<file path="src/rtl/arb_mux_pkg.sv">
// Shared types and helpers for the arb_mux round-robin output mux.
package arb_mux_pkg;

   typedef enum logic {
      ARB_IDLE   = 1'b0,
      ARB_LOCKED = 1'b1
   } arb_state_e;

   function automatic int clog2(input int n);
      int r;
      r = 0;
      while ((1 << r) < n) r++;
      return r;
   endfunction

endpackage

</file>
<file path="src/rtl/arb_mux_rr_arbiter.sv">
// Round-robin arbiter: first set request at or after ptr, wrapping modulo N.
module rr_arbiter
   import arb_mux_pkg::*;
#(
   parameter int N    = 3,
   parameter int SELW = clog2(N)
) (
   input  logic [N-1:0]    req,
   input  logic [SELW-1:0] ptr,
   input  logic            en,
   output logic [N-1:0]    gnt,
   output logic [SELW-1:0] gnt_idx,
   output logic            any
);

   always_comb begin
      int k;
      logic [SELW-1:0] kk;
      gnt     = '0;
      gnt_idx = '0;
      any     = 1'b0;
      for (int off = 0; off < N; off++) begin
         // ptr is always below N, so one subtraction keeps the index in range
         k = int'(ptr) + off;
         if (k >= N) k = k - N;
         kk = SELW'(k);
         if (en && !any && req[kk]) begin
            any     = 1'b1;
            gnt[kk] = 1'b1;
            gnt_idx = kk;
         end
      end
   end

endmodule

</file>
<file path="src/rtl/arb_mux.sv">
// N-channel valid/ready mux with round-robin arbitration and registered output.
// Build option ARB_MUX_LOCK_EN adds in_last and burst locking to one channel.
module arb_mux
   import arb_mux_pkg::*;
#(
   parameter int N    = 3,
   parameter int W    = 16,
   parameter int SELW = 2
) (
   input  logic              clk,
   input  logic              rst,
   input  logic [N*W-1:0]    in_data,
   input  logic [N-1:0]      in_valid,
   output logic [N-1:0]      in_ready,
`ifdef ARB_MUX_LOCK_EN
   input  logic [N-1:0]      in_last,
`endif
   output logic [W-1:0]      out_data,
   output logic [SELW-1:0]   out_sel,
   output logic              out_valid,
   input  logic              out_ready
);

   // state      | meaning
   // ARB_IDLE   | normal round-robin arbitration every beat
   // ARB_LOCKED | mid-burst, only channel lock_q may be granted

   logic [W-1:0]    out_data_q, out_data_d;
   logic [SELW-1:0] out_sel_q, out_sel_d;
   logic            out_valid_q, out_valid_d;
   logic [SELW-1:0] ptr_q, ptr_d;
   logic [N-1:0]    req, gnt;
   logic [SELW-1:0] gnt_idx, next_idx;
   logic            load, en, any;

   assign load = ~out_valid_q | out_ready;
   assign en   = load & ~rst;

`ifdef ARB_MUX_LOCK_EN
   arb_state_e      state_q, state_d;
   logic [SELW-1:0] lock_q, lock_d;

   assign req = (state_q == ARB_LOCKED) ? (in_valid & (N'(1) << lock_q)) : in_valid;
`else
   assign req = in_valid;
`endif

   rr_arbiter #(.N(N), .SELW(SELW)) u_arb (
      .req     (req),
      .ptr     (ptr_q),
      .en      (en),
      .gnt     (gnt),
      .gnt_idx (gnt_idx),
      .any     (any)
   );

   assign in_ready = gnt;
   assign next_idx = (gnt_idx == SELW'(N - 1)) ? '0 : gnt_idx + SELW'(1);

   always_comb begin
      out_data_d  = out_data_q;
      out_sel_d   = out_sel_q;
      out_valid_d = out_valid_q;
      ptr_d       = ptr_q;
      if (load) begin
         if (any) begin
            out_data_d  = in_data[gnt_idx*W +: W];
            out_sel_d   = gnt_idx;
            out_valid_d = 1'b1;
            ptr_d       = next_idx;
         end else begin
            out_valid_d = 1'b0;
         end
      end
   end

`ifdef ARB_MUX_LOCK_EN
   always_comb begin
      state_d = state_q;
      lock_d  = lock_q;
      if (any) begin
         if (state_q == ARB_IDLE && !in_last[gnt_idx]) begin
            state_d = ARB_LOCKED;
            lock_d  = gnt_idx;
         end else if (state_q == ARB_LOCKED && in_last[gnt_idx]) begin
            state_d = ARB_IDLE;
         end
      end
   end

   always_ff @(posedge clk or posedge rst) begin
      if (rst) begin
         state_q <= ARB_IDLE;
         lock_q  <= '0;
      end else begin
         state_q <= state_d;
         lock_q  <= lock_d;
      end
   end
`endif

   always_ff @(posedge clk or posedge rst) begin
      if (rst) begin
         out_data_q  <= '0;
         out_sel_q   <= '0;
         out_valid_q <= 1'b0;
         ptr_q       <= '0;
      end else begin
         out_data_q  <= out_data_d;
         out_sel_q   <= out_sel_d;
         out_valid_q <= out_valid_d;
         ptr_q       <= ptr_d;
      end
   end

   assign out_data  = out_data_q;
   assign out_sel   = out_sel_q;
   assign out_valid = out_valid_q;

endmodule
</file>
<file path="config.mk">
export PLATFORM = sky130hd
export DESIGN_NAME = arb_mux
export DESIGN_NICKNAME = d
export VERILOG_FILES = /design/src/rtl/arb_mux_pkg.sv /design/src/rtl/arb_mux_rr_arbiter.sv /design/src/rtl/arb_mux.sv
export SDC_FILE = /design/constraint.sdc
export NUM_CORES = 1
export LEC_CHECK = 0
export ABC_AREA = 1
export CORE_ASPECT_RATIO = 1.25
export CORE_MARGIN = 2
export CORE_UTILIZATION = 40
export CTS_CLUSTER_DIAMETER = 60
export CTS_CLUSTER_SIZE = 24
export DETAILED_ROUTE_END_ITERATION = 6
export PLACE_DENSITY = 0.91
export SYNTH_ARGS = -nofsm -noshare
export SYNTH_HDL_FRONTEND = slang
export SYNTH_SLANG_ARGS = --single-unit
</file>
<file path="constraint.sdc">
create_clock -name clk -period 5.41 [get_ports clk]
set_input_delay 1.082 -clock clk [delete_from_list [all_inputs] [get_ports clk]]
set_output_delay 1.082 -clock clk [all_outputs]
set_load 0.005 [all_outputs]
</file>
## Word level (Yosys, flattened, before mapping)

Cells that the tools add are included.

| word-level totals | value |
|---|---|
| flip-flop bits (word level) | 21 |
| output and inout port bits | 22 |
| input bits | 54 |
| logic and storage cells | 64 |

| operators by class | value |
|---|---|
| bitwise logic cells | 6 |
| equality and inequality tests | 1 |
| $lt $le $gt $ge | 9 |
| shift-type cells | 1 |
| reductions and logical operators | 11 |
| add/sub/neg operators | 6 |
| muxes and demuxes | 26 |

Operator list:

| operator | number |
|---|---|
| $shiftx 48x7->16 | 1 |
| $mux 2 | 7 |
| $mux 1 | 10 |
| $lt 2x3->1 const B | 3 |
| $mux 3 | 3 |
| $logic_and 1x1->1 | 8 |
| $bmux 1 s2 | 3 |
| $demux 1 s2 | 3 |
| $ge 2x1->1 const B | 3 |
| $ge 3x2->1 const B | 2 |
| $or 3x3->3 | 2 |
| $sub 2x1->2 const B | 2 |
| $add 2x1->3 const B | 1 |
| $add 2x2->3 const B | 1 |
| $add 2x1->2 const B | 1 |
| $eq 2x2->1 const B | 1 |
| $ge 2x2->1 const B | 1 |
| $logic_not 1->1 | 2 |
| $not 1->1 | 2 |
| $reduce_and 2->1 | 1 |
| $sub 2x2->2 const B | 1 |
| $and 1x1->1 | 1 |
| $or 1x1->1 | 1 |

## Longest topological paths before layout

Gate-level depths: netlist (run 1).

| depth | value |
|---|---|
| depth after elaboration | 16 |
| gate-level depth with buffers | 17 |
| depth with buffers taken out | 16 |

## Cells and area by module

A second synthesis (run 1) with hierarchy kept.

| unflattened totals | value |
|---|---|
| cell total of the unflattened synthesis | 226 |
| area total of the unflattened synthesis | 1626.6 µm² |

Modules (own cells, without submodules):

| module | area each (µm²) | sequential area each (µm²) | cells an instance | times used |
|---|---|---|---|---|
| arb_mux | 1265.0 | 525.5 | 164 | 1 |
| rr_arbiter | 361.6 | 0.0 | 62 | 1 |

## Worst setup path after synthesis (run 1)

OpenSTA, ideal clock, no wires.

| path | value |
|---|---|
| path type | in2out |
| from | input port out_ready |
| to | output port in_ready[0] |
| data required time | 4.328 ns |
| stages | 6 |
| arrival | 1.771 ns |
| path slack | 2.557 ns |
| path buffers | 0 |
| cell sequence | inv_1 a21oi_2 nand2_1 nor2_2 nand2_1 o221ai_1 |

| between the ends | value |
|---|---|
| word-level cells in the longest chain between the ends | 12 |
| elaborated cells between the ends (all ways) | 16 |
| those cells by class | mux (5); bitwise (4); reduce/logical (7) |

Ends and longest elaborated chain:

| item | line | source |
|---|---|---|
| from (decl) | arb_mux.sv:21 | `input logic out_ready` |
| $or 1x1->1 * | arb_mux.sv:36 | `assign load = ~out_valid_q \| out_ready;` |
| $and 1x1->1 * | arb_mux.sv:37 | `assign en = load & ~rst;` |
| $logic_and 1x1->1 | arb_mux_rr_arbiter.sv:27 | `if (en && !any && req[kk]) begin` |
| $mux 1 | arb_mux_rr_arbiter.sv:27 |  |
| $logic_not 1->1 | arb_mux_rr_arbiter.sv:27 |  |
| $logic_and 1x1->1 (2 in series) | arb_mux_rr_arbiter.sv:27 |  |
| $mux 1 | arb_mux_rr_arbiter.sv:27 |  |
| $logic_not 1->1 | arb_mux_rr_arbiter.sv:27 |  |
| $logic_and 1x1->1 (2 in series) | arb_mux_rr_arbiter.sv:27 |  |
| $mux 3 * | arb_mux_rr_arbiter.sv:27 |  |
| to (decl) | arb_mux.sv:14 | `output logic [N-1:0] in_ready,` |

Mark *: on every way between the ends. The rest lies on a longest branch, timed or not.

## Worst setup path in the final report (run 1)

| path | value |
|---|---|
| from | input port in_valid[0] |
| to | output port in_ready[2] |

| between the ends | value |
|---|---|
| word-level cells in the longest chain between the ends | 12 |
| elaborated cells between the ends (all ways) | 20 |
| those cells by class | mux (11); bitwise (2); reduce/logical (7) |

Ends and longest elaborated chain:

| item | line | source |
|---|---|---|
| from (decl) | arb_mux.sv:13 | `input logic [N-1:0] in_valid,` |
| $bmux 1 s2 | arb_mux_rr_arbiter.sv:27 |  |
| $mux 1 (not written as such) | arb_mux_rr_arbiter.sv:27 |  |
| $logic_and 1x1->1 | arb_mux_rr_arbiter.sv:27 |  |
| $mux 1 | arb_mux_rr_arbiter.sv:27 |  |
| $logic_not 1->1 | arb_mux_rr_arbiter.sv:27 |  |
| $logic_and 1x1->1 (2 in series) | arb_mux_rr_arbiter.sv:27 |  |
| $mux 1 | arb_mux_rr_arbiter.sv:27 |  |
| $logic_not 1->1 | arb_mux_rr_arbiter.sv:27 |  |
| $logic_and 1x1->1 (2 in series) | arb_mux_rr_arbiter.sv:27 |  |
| $mux 3 * | arb_mux_rr_arbiter.sv:27 |  |

Mark *: on every way between the ends. The rest lies on a longest branch, timed or not. The select of a mux whose other input is x is not followed.

==> results.md, run 1 <==
* Leak at 1.09 nW
* Vias/cell at 4.85
* Synthesized flop and latch total at 21
* Starting DRT DRC Count at 60
* Dpl hpwl at 2.91 mm
* Design Area, Final at 2220 sq um
* Hold Crit Class: flip-flop to flip-flop
* Die area at 4010 sq um
* Setup TNS at 0 ns
* Clock transition at path regs at 0.07 ns
* Post-Synth Adder-Cell Area at 3.56%
* Largest net degree at the start of global routing at 22
* Syn avg cell area at 6.54 sq um
* Worst Hold Launch: out_sel[0]
* Share of layout cells above drive strength 1 at 5.88%
* Seq/Total Area, Yosys at 37.4%
* Die Width at 57.0 microns
* H-tree levels at 1
* Number of diodes at 0
* Met1 usage at 23.7%
* Mux share of post-synthesis cell area at 0%
* Number of global-route vias before repair at 1576
* Critical path origin: in_valid[0]
* Chip height at 70.3 microns
* Total track usage at 20.6%
* Reg2Reg Setup Slack at approximately 2.9 ns
* Total clock sinks at 21
* Tcrit/Tclk final at 72.8%
* Post-Synth XOR/XNOR Area at 0%
* Via count at 1592
* # resized after CTS at 0
* IO Pins at 76
* Placed cells at approximately 320
* Routed len/inst at 11.5 microns
* GRT Max-Usage Layer: met2
* Final min period at 3.94 ns
* Crit path launch type: input port
* Initial antenna violation count at 0
* Power density over the cells at 528 nW/um^2
* Max-cap violation count at 0
* Number of port buffers at 75
* WP data arrival at about 2.9 ns
* Clk_lat worst skew at 0.26 ns
* Compound-cell area share of the yosys netlist at 5.52%
* Synth warn at 0
* Slowest cell on the critical path: clkdlybuf4s50_1
* Worst-margin pin slew at ~0.79 ns
* Final setup vio count at 0
* Post-Syn Area at about 1400 sq um
* Filler Cell Count at ~320
* Crit-path cells: clkdlybuf4s50_1 -> nand2_1 -> nand3_1 -> nand2_2 -> nand3_2 -> nor2_4 -> nand2_1 -> o211ai_1 -> clkdlybuf4s50_1
* Status: finished, final reports clean
* Tot Pwr at 1.17 mW
* Hold_buf cts at 0
* DP Area at 2170 sq um
* Slew Limit Fails at 0
* Main combinational cell family by area after synthesis: simple AND/OR/NAND/NOR gates
* CTS tree: built
* Core ar. at 3420 sq um
* Met2 GRT Util at 36.8%
* Met3 usage at around 4.1%
* CP required at 4.33 ns
* First-pass GRT wire length at 6.61 mm
* Residual DRC at 0
* Max_slew headroom at around 47%
* Post-synthesis cell count at between 200 and 250
* RSZ-0062 raised after global routing: false
* Worst IR Drop VDD at 0.000325 V
* RR Startpoint: ptr_q[0]
* Site row count at 24
* P&R area growth vs syn at 57.8%
* Setup CP Type: input port to output port
* Layout Cells excl Fill at 328
* Final hold violation count at 0
* Number of buffers created by CTS at 3
* Clock Path Buffers at 2
* Clk_skew at 0.00193 ns
* Initial Utilization at 41.1%
* F_max at 254 MHz
* Crit Path Max Fanout at 6
* Routed WL at 3.77 mm
* Routed Antenna Nets at 0
* Critical path capture point type: output port
* Drt first pass iters at 4
* Final #Nets at 348
* Netlist cell types at 24
* RePlAce Congestion at about 0.96
* Post-synthesis simple-gate area fraction at between 40% and 50%
* CP peak stage delay at 0.52 ns
* Postcts setup bufs at 0
* Root Buffer: clkbuf_8
* Total gr overflow at 0
* Syn Nets at around 270
[per-layer routing]
layer / part of all wire (%) / wire (microns)
met5: 0 / 0
met1: 43 / 1620
met4: 1.5 / 55
met2: 50 / 1890
met3: 5.5 / 207
[cells in the final DEF (no fill, tap or decap), types with 2 or more instances in the layout]
master,instances
clkbuf_8,3
a21oi_1,5
nor2_1,5
dfrtp_1,21
nor2_2,2
nand2_2,4
ha_1,4
inv_1,19
nand3_1,24
o21ai_0,3
o211ai_1,2
clkdlybuf4s50_1,75
nand2_1,111
[power breakdown]
group          switching (mW)  total (mW)  internal (mW)  leakage [nW]
logic                   0.436       0.782          0.346         0.806
clock network          0.0495       0.101         0.0512        0.0255
registers              0.0463       0.288          0.242         0.253
total                   0.531        1.17          0.640          1.08
[cells by family (layout without fill, tap and decap cells)]
logic type / after synthesis / in the layout
DFF: 21 / 21
and+or+nand+nor: 150 / 150
buffers and inverters: 27 / 101
adders and majority gates: 4 / 4
AOI/OAI and AO/OA: 13 / 13
[area by class of cell]
cell class,count,area [sq um],area share (%)
Inverter,21,81.3,3.66
Clock buffer,3,41.3,1.86
Tap cell,39,48.8,2.20
Clock inverter,1,5.00,0.225
Multi-Input combinational cell,167,759,34.2
Timing Repair Buffer,76,758,34.2
Sequential cell,21,526,23.7
[stage by stage]
| step | utilization (%) | setup WS (ns) | hold slack, ns |
|---|---|---|---|
| 2_1_floorplan | - | 2.56 | 0.473 |
| 3_3_place_gp | 63.5 | 1.53 | 0.467 |
| 3_5_place_dp | 63.5 | 1.47 | 0.470 |
| 4_1_cts | 64.8 | 1.48 | 0.492 |
| 5_1_grt | 64.8 | 1.29 | 0.528 |
| 6_report | 64.8 | 1.47 | 0.487 |
[cell usage after synthesis]
library cell | instances | area (sq um)
nand2_4 | 1 | 11.3
buf_6 | 1 | 11.3
nor2_2 | 2 | 12.5
buf_2 | 2 | 10.0
inv_2 | 1 | 3.75
o21ai_0 | 3 | 15.0
nand4_1 | 1 | 6.26
o211ai_1 | 2 | 15.0
ha_1 | 4 | 50.1
nor2_4 | 1 | 11.3
nand2_2 | 4 | 25.0
nand2_1 | 111 | 417
a21oi_2 | 1 | 8.76
nor2_1 | 5 | 18.8
nand3_1 | 24 | 120
buf_4 | 2 | 15.0
o221ai_1 | 1 | 8.76
dfrtp_1 | 21 | 526
nand3_2 | 1 | 10.0
clkbuf_1 | 1 | 3.75
a21oi_1 | 5 | 25.0
inv_4 | 1 | 6.26
o21ai_1 | 1 | 5.00
inv_1 | 19 | 71.3
[critical path: cells and delay by family]
kind	cells	cell delay [ns]
buffers and inverters	2	0.96
AND/OR/NAND/NOR	6	0.70
AO/OA/AOI/OAI	1	0.12
[worst paths after layout]
kind	cells after the start	endpoint
max	9	in_ready[2]
min	2	out_sel[0]
min in group asynchronous	2	out_valid
max reg2reg	14	out_data[13]
max in group asynchronous	2	out_sel[0]
min reg2reg	2	out_sel[0]
[state kept, by name, summed over array words and instances (netlist names)]
signal	flops
out_data	16
ptr_q	2
out_sel	2
out_valid	1
No activity file was read; power rests on OpenSTA's default activity.
==> inputs of run 2 (changes only) <==
--- a/config.mk
+++ b/config.mk
@@ -8,11 +8,11 @@
 export ABC_AREA = 1
 export CORE_ASPECT_RATIO = 1.25
 export CORE_MARGIN = 2
-export CORE_UTILIZATION = 40
+export CORE_UTILIZATION = 39
 export CTS_CLUSTER_DIAMETER = 60
 export CTS_CLUSTER_SIZE = 24
 export DETAILED_ROUTE_END_ITERATION = 6
-export PLACE_DENSITY = 0.91
+export PLACE_DENSITY = 0.89
 export SYNTH_ARGS = -nofsm -noshare
 export SYNTH_HDL_FRONTEND = slang
 export SYNTH_SLANG_ARGS = --single-unit
==> constraint.sdc (replaced) <==
create_clock -name clk -period 4 [get_ports clk]
set_input_delay 0.8 -clock clk [delete_from_list [all_inputs] [get_ports clk]]
set_output_delay 0.8 -clock clk [all_outputs]
set_load 0.005 [all_outputs]
==> results.md, run 2 (synthesis results as in run 1) <==
* F_max at 297 MHz
* Die Width at 57.7 microns (was 57.0 microns)
* Routed WL at 3.75 mm (was 3.77 mm)
* Initial antenna violation count at 0 (unchanged)
* Postcts setup bufs at 0 (unchanged)
* Final hold violation count at 0 (unchanged)
* # resized after CTS at 0 (unchanged)
* Clock transition at path regs at 0.07 ns (about the same)
* Number of port buffers at 75 (unchanged)
* Clock power frac at 8.6% (about the same)
* RSZ-0062 raised after global routing: false (unchanged)
* Crit Path Max Fanout at 4 (was 6)
* CTS tree: built (unchanged)
* RR Startpoint: ptr_q[0] (unchanged)
* Total track usage at 19.1% (was 20.6%)
* Commonest cells after routing, fill and taps aside: 111 x nand2_1, 75 x clkdlybuf4s50_1, 24 x nand3_1 (unchanged)
* Number of global-route vias before repair at 1561 (was 1576)
* Largest net degree at the start of global routing at 22 (unchanged)
* Tcrit/Tclk final at 84.2%
* Starting DRT DRC Count at 66 (was 60)
* R2R Path End: out_data[12] (was out_data[13])
* Tot Pwr at 1.58 mW (was 1.17 mW)
* RePlAce Congestion at 0.928 (was 0.957)
* IO Pins at 76 (unchanged)
* Setup CP Type: input port to output port (unchanged)
* First-pass GRT wire length at 6.35 mm (was 6.61 mm)
* Clk_lat worst skew at 0.25 ns (was 0.26 ns)
* Worst IR Drop VDD at 0.000453 V (was 0.000325 V)
* Total clock sinks at 21 (unchanged)
* Core ar. at 3480 sq um (was 3420 sq um)
* Final min period at 3.37 ns
* Number of flip-flops in the largest register at 16 (unchanged)
* Dpl hpwl at 2.94 mm (was 2.91 mm)
* Net Sw Power at 0.715 mW (was 0.531 mW)
* Die area at 4110 sq um (was 4010 sq um)
* Critical path origin: out_ready (was in_valid[0])
* Commonest non-fill, non-tap cell in the layout: nand2_1 (unchanged)
* Status: finished, final reports clean (unchanged)
* Final #Nets at 348 (unchanged)
* Number of diodes at 0 (unchanged)
* Residual DRC at 0 (unchanged)
* Hold_buf cts at 0 (unchanged)
* Sequential share of power at 24.6% (about the same)
* Via count at 1570 (was 1592)
* Slew Limit Fails at 0 (unchanged)
* Clock Path Buffers at 2 (unchanged)
* Share of layout cells above drive strength 1 at 5.54% (was 5.88%)
* Worst setup endpoint: in_ready[0] (was in_ready[2])
* Crit path launch type: input port (unchanged)
* Worst-margin pin slew at 0.814 ns (was 0.792 ns)
* Reg2Reg Setup Slack at 1.49 ns (was 2.85 ns)
* Critical path capture point type: output port (unchanged)
* DP Area at 2170 sq um (unchanged)
* Max_slew headroom at 45.6% (was 47.2%)
* Number of buffers created by CTS at 3 (unchanged)
* Hold Crit Class: flip-flop to flip-flop (unchanged)
* H-tree levels at 1 (unchanged)
* Int Pwr at 0.867 mW (was 0.640 mW)
* Design Area, Final at 2220 sq um (about the same)
* Setup TNS at 0 ns (unchanged)
* Logic pwr share at 66.8% (about the same)
* Clk_skew at 0.00238 ns (was 0.00193 ns)
* Routed len/inst at 11.4 microns (was 11.5 microns)
* Max-cap violation count at 0 (unchanged)
* Total gr overflow at 0 (unchanged)
* Routed Antenna Nets at 0 (unchanged)
* Power density over the cells at 713 nW/um^2 (was 528 nW/um^2)
* Drt first pass iters at 4 (unchanged)
* P&R area growth vs syn at 57.7% (was 57.8%)
* WP data arrival at 2.57 ns (was 2.86 ns)
* Sw frac at 45.2% (was 45.4%)
* Initial Utilization at 40.4% (was 41.1%)
* Root Buffer: clkbuf_8 (unchanged)
* Chip height at 71.1 microns (was 70.3 microns)
* Leak at 1.08 nW (was 1.09 nW)
* CP required at 3.20 ns (was 4.33 ns)
* Vias/cell at 4.79 (was 4.85)
* Site row count at 24 (unchanged)
* Reg2Reg Depth at 14 (unchanged)
* Final setup vio count at 0 (unchanged)
==> run 2: changes by cell type in the layout (fill, tap and decap cells not counted) <==
cell      change
clkbuf_1      +1
clkinv_2      -1
==> run 2: routing by layer <==
| metal | part of all wire, % | routed length, microns | vias to the layer above | track usage [%] |
|---|---|---|---|---|
| met2 | 52 | 1940 | 47 | 36.0 |
| li1 | - | - | 814 | - |
| met1 | 40 | 1520 | 703 | 20.7 |
| met4 | 1.6 | 59 | 0 | 5.17 |
| met3 | 6.2 | 232 | 6 | 4.57 |
| met5 | 0 | 0 | - | 0 |
==> run 2: per-stage QoR <==
step                std cells  hold slack (ns)  util (%)  worst slack (ns)
detailed placement        324            0.483      62.4             0.635
global placement          324            0.473      62.4             0.680
global route              328            0.518      63.7             0.479
floorplan                 215            0.473         -              1.71
finish                    328            0.499      63.7             0.631
CTS                       328            0.502      63.7             0.636
==> run 2: how the worst min path moves through the flow <==
stage                start     endpoint  slack, ns  depth (start not counted)
2_1_floorplan   out_sel[1]   out_sel[1]       0.47                          2
3_3_place_gp    out_sel[1]   out_sel[1]       0.47                          2
3_5_place_dp   out_data[5]  out_data[5]       0.48                          2
4_1_cts        out_data[5]  out_data[5]       0.50                          2
5_1_grt         out_sel[1]   out_sel[1]       0.52                          2
6_report       out_data[5]  out_data[5]       0.50                          2
==> run 2: area by class of cell <==
| type | instances | area [sq um] |
|---|---|---|
| inverter | 21 | 81.3 |
| timing repair buffer | 76 | 758 |
| fill | 333 | 1260 |
| tap | 39 | 48.8 |
| sequential | 21 | 526 |
| multi-input combinational | 167 | 759 |
| clock buffer | 4 | 45.0 |
==> run 2: power by group through the flow <==
stage | sequential [mW] | combinational, mW | clock [mW]
after floorplan | 0.395 | 0.660 | 0
after detailed placement | 0.393 | 1.06 | 0
after global placement | 0.388 | 1.03 | 0
after global routing | 0.403 | 1.19 | 0.152
final | 0.390 | 1.06 | 0.136
after CTS | 0.390 | 1.07 | 0.140
==> run 2: worst max-delay path: stages <==
cell	delay, ns
clkdlybuf4s50_1	0.46
inv_1	0.05
a21oi_2	0.22
nand2_1	0.09
nor2_2	0.13
nand2_1	0.11
o221ai_1	0.18
clkdlybuf4s50_1	0.53
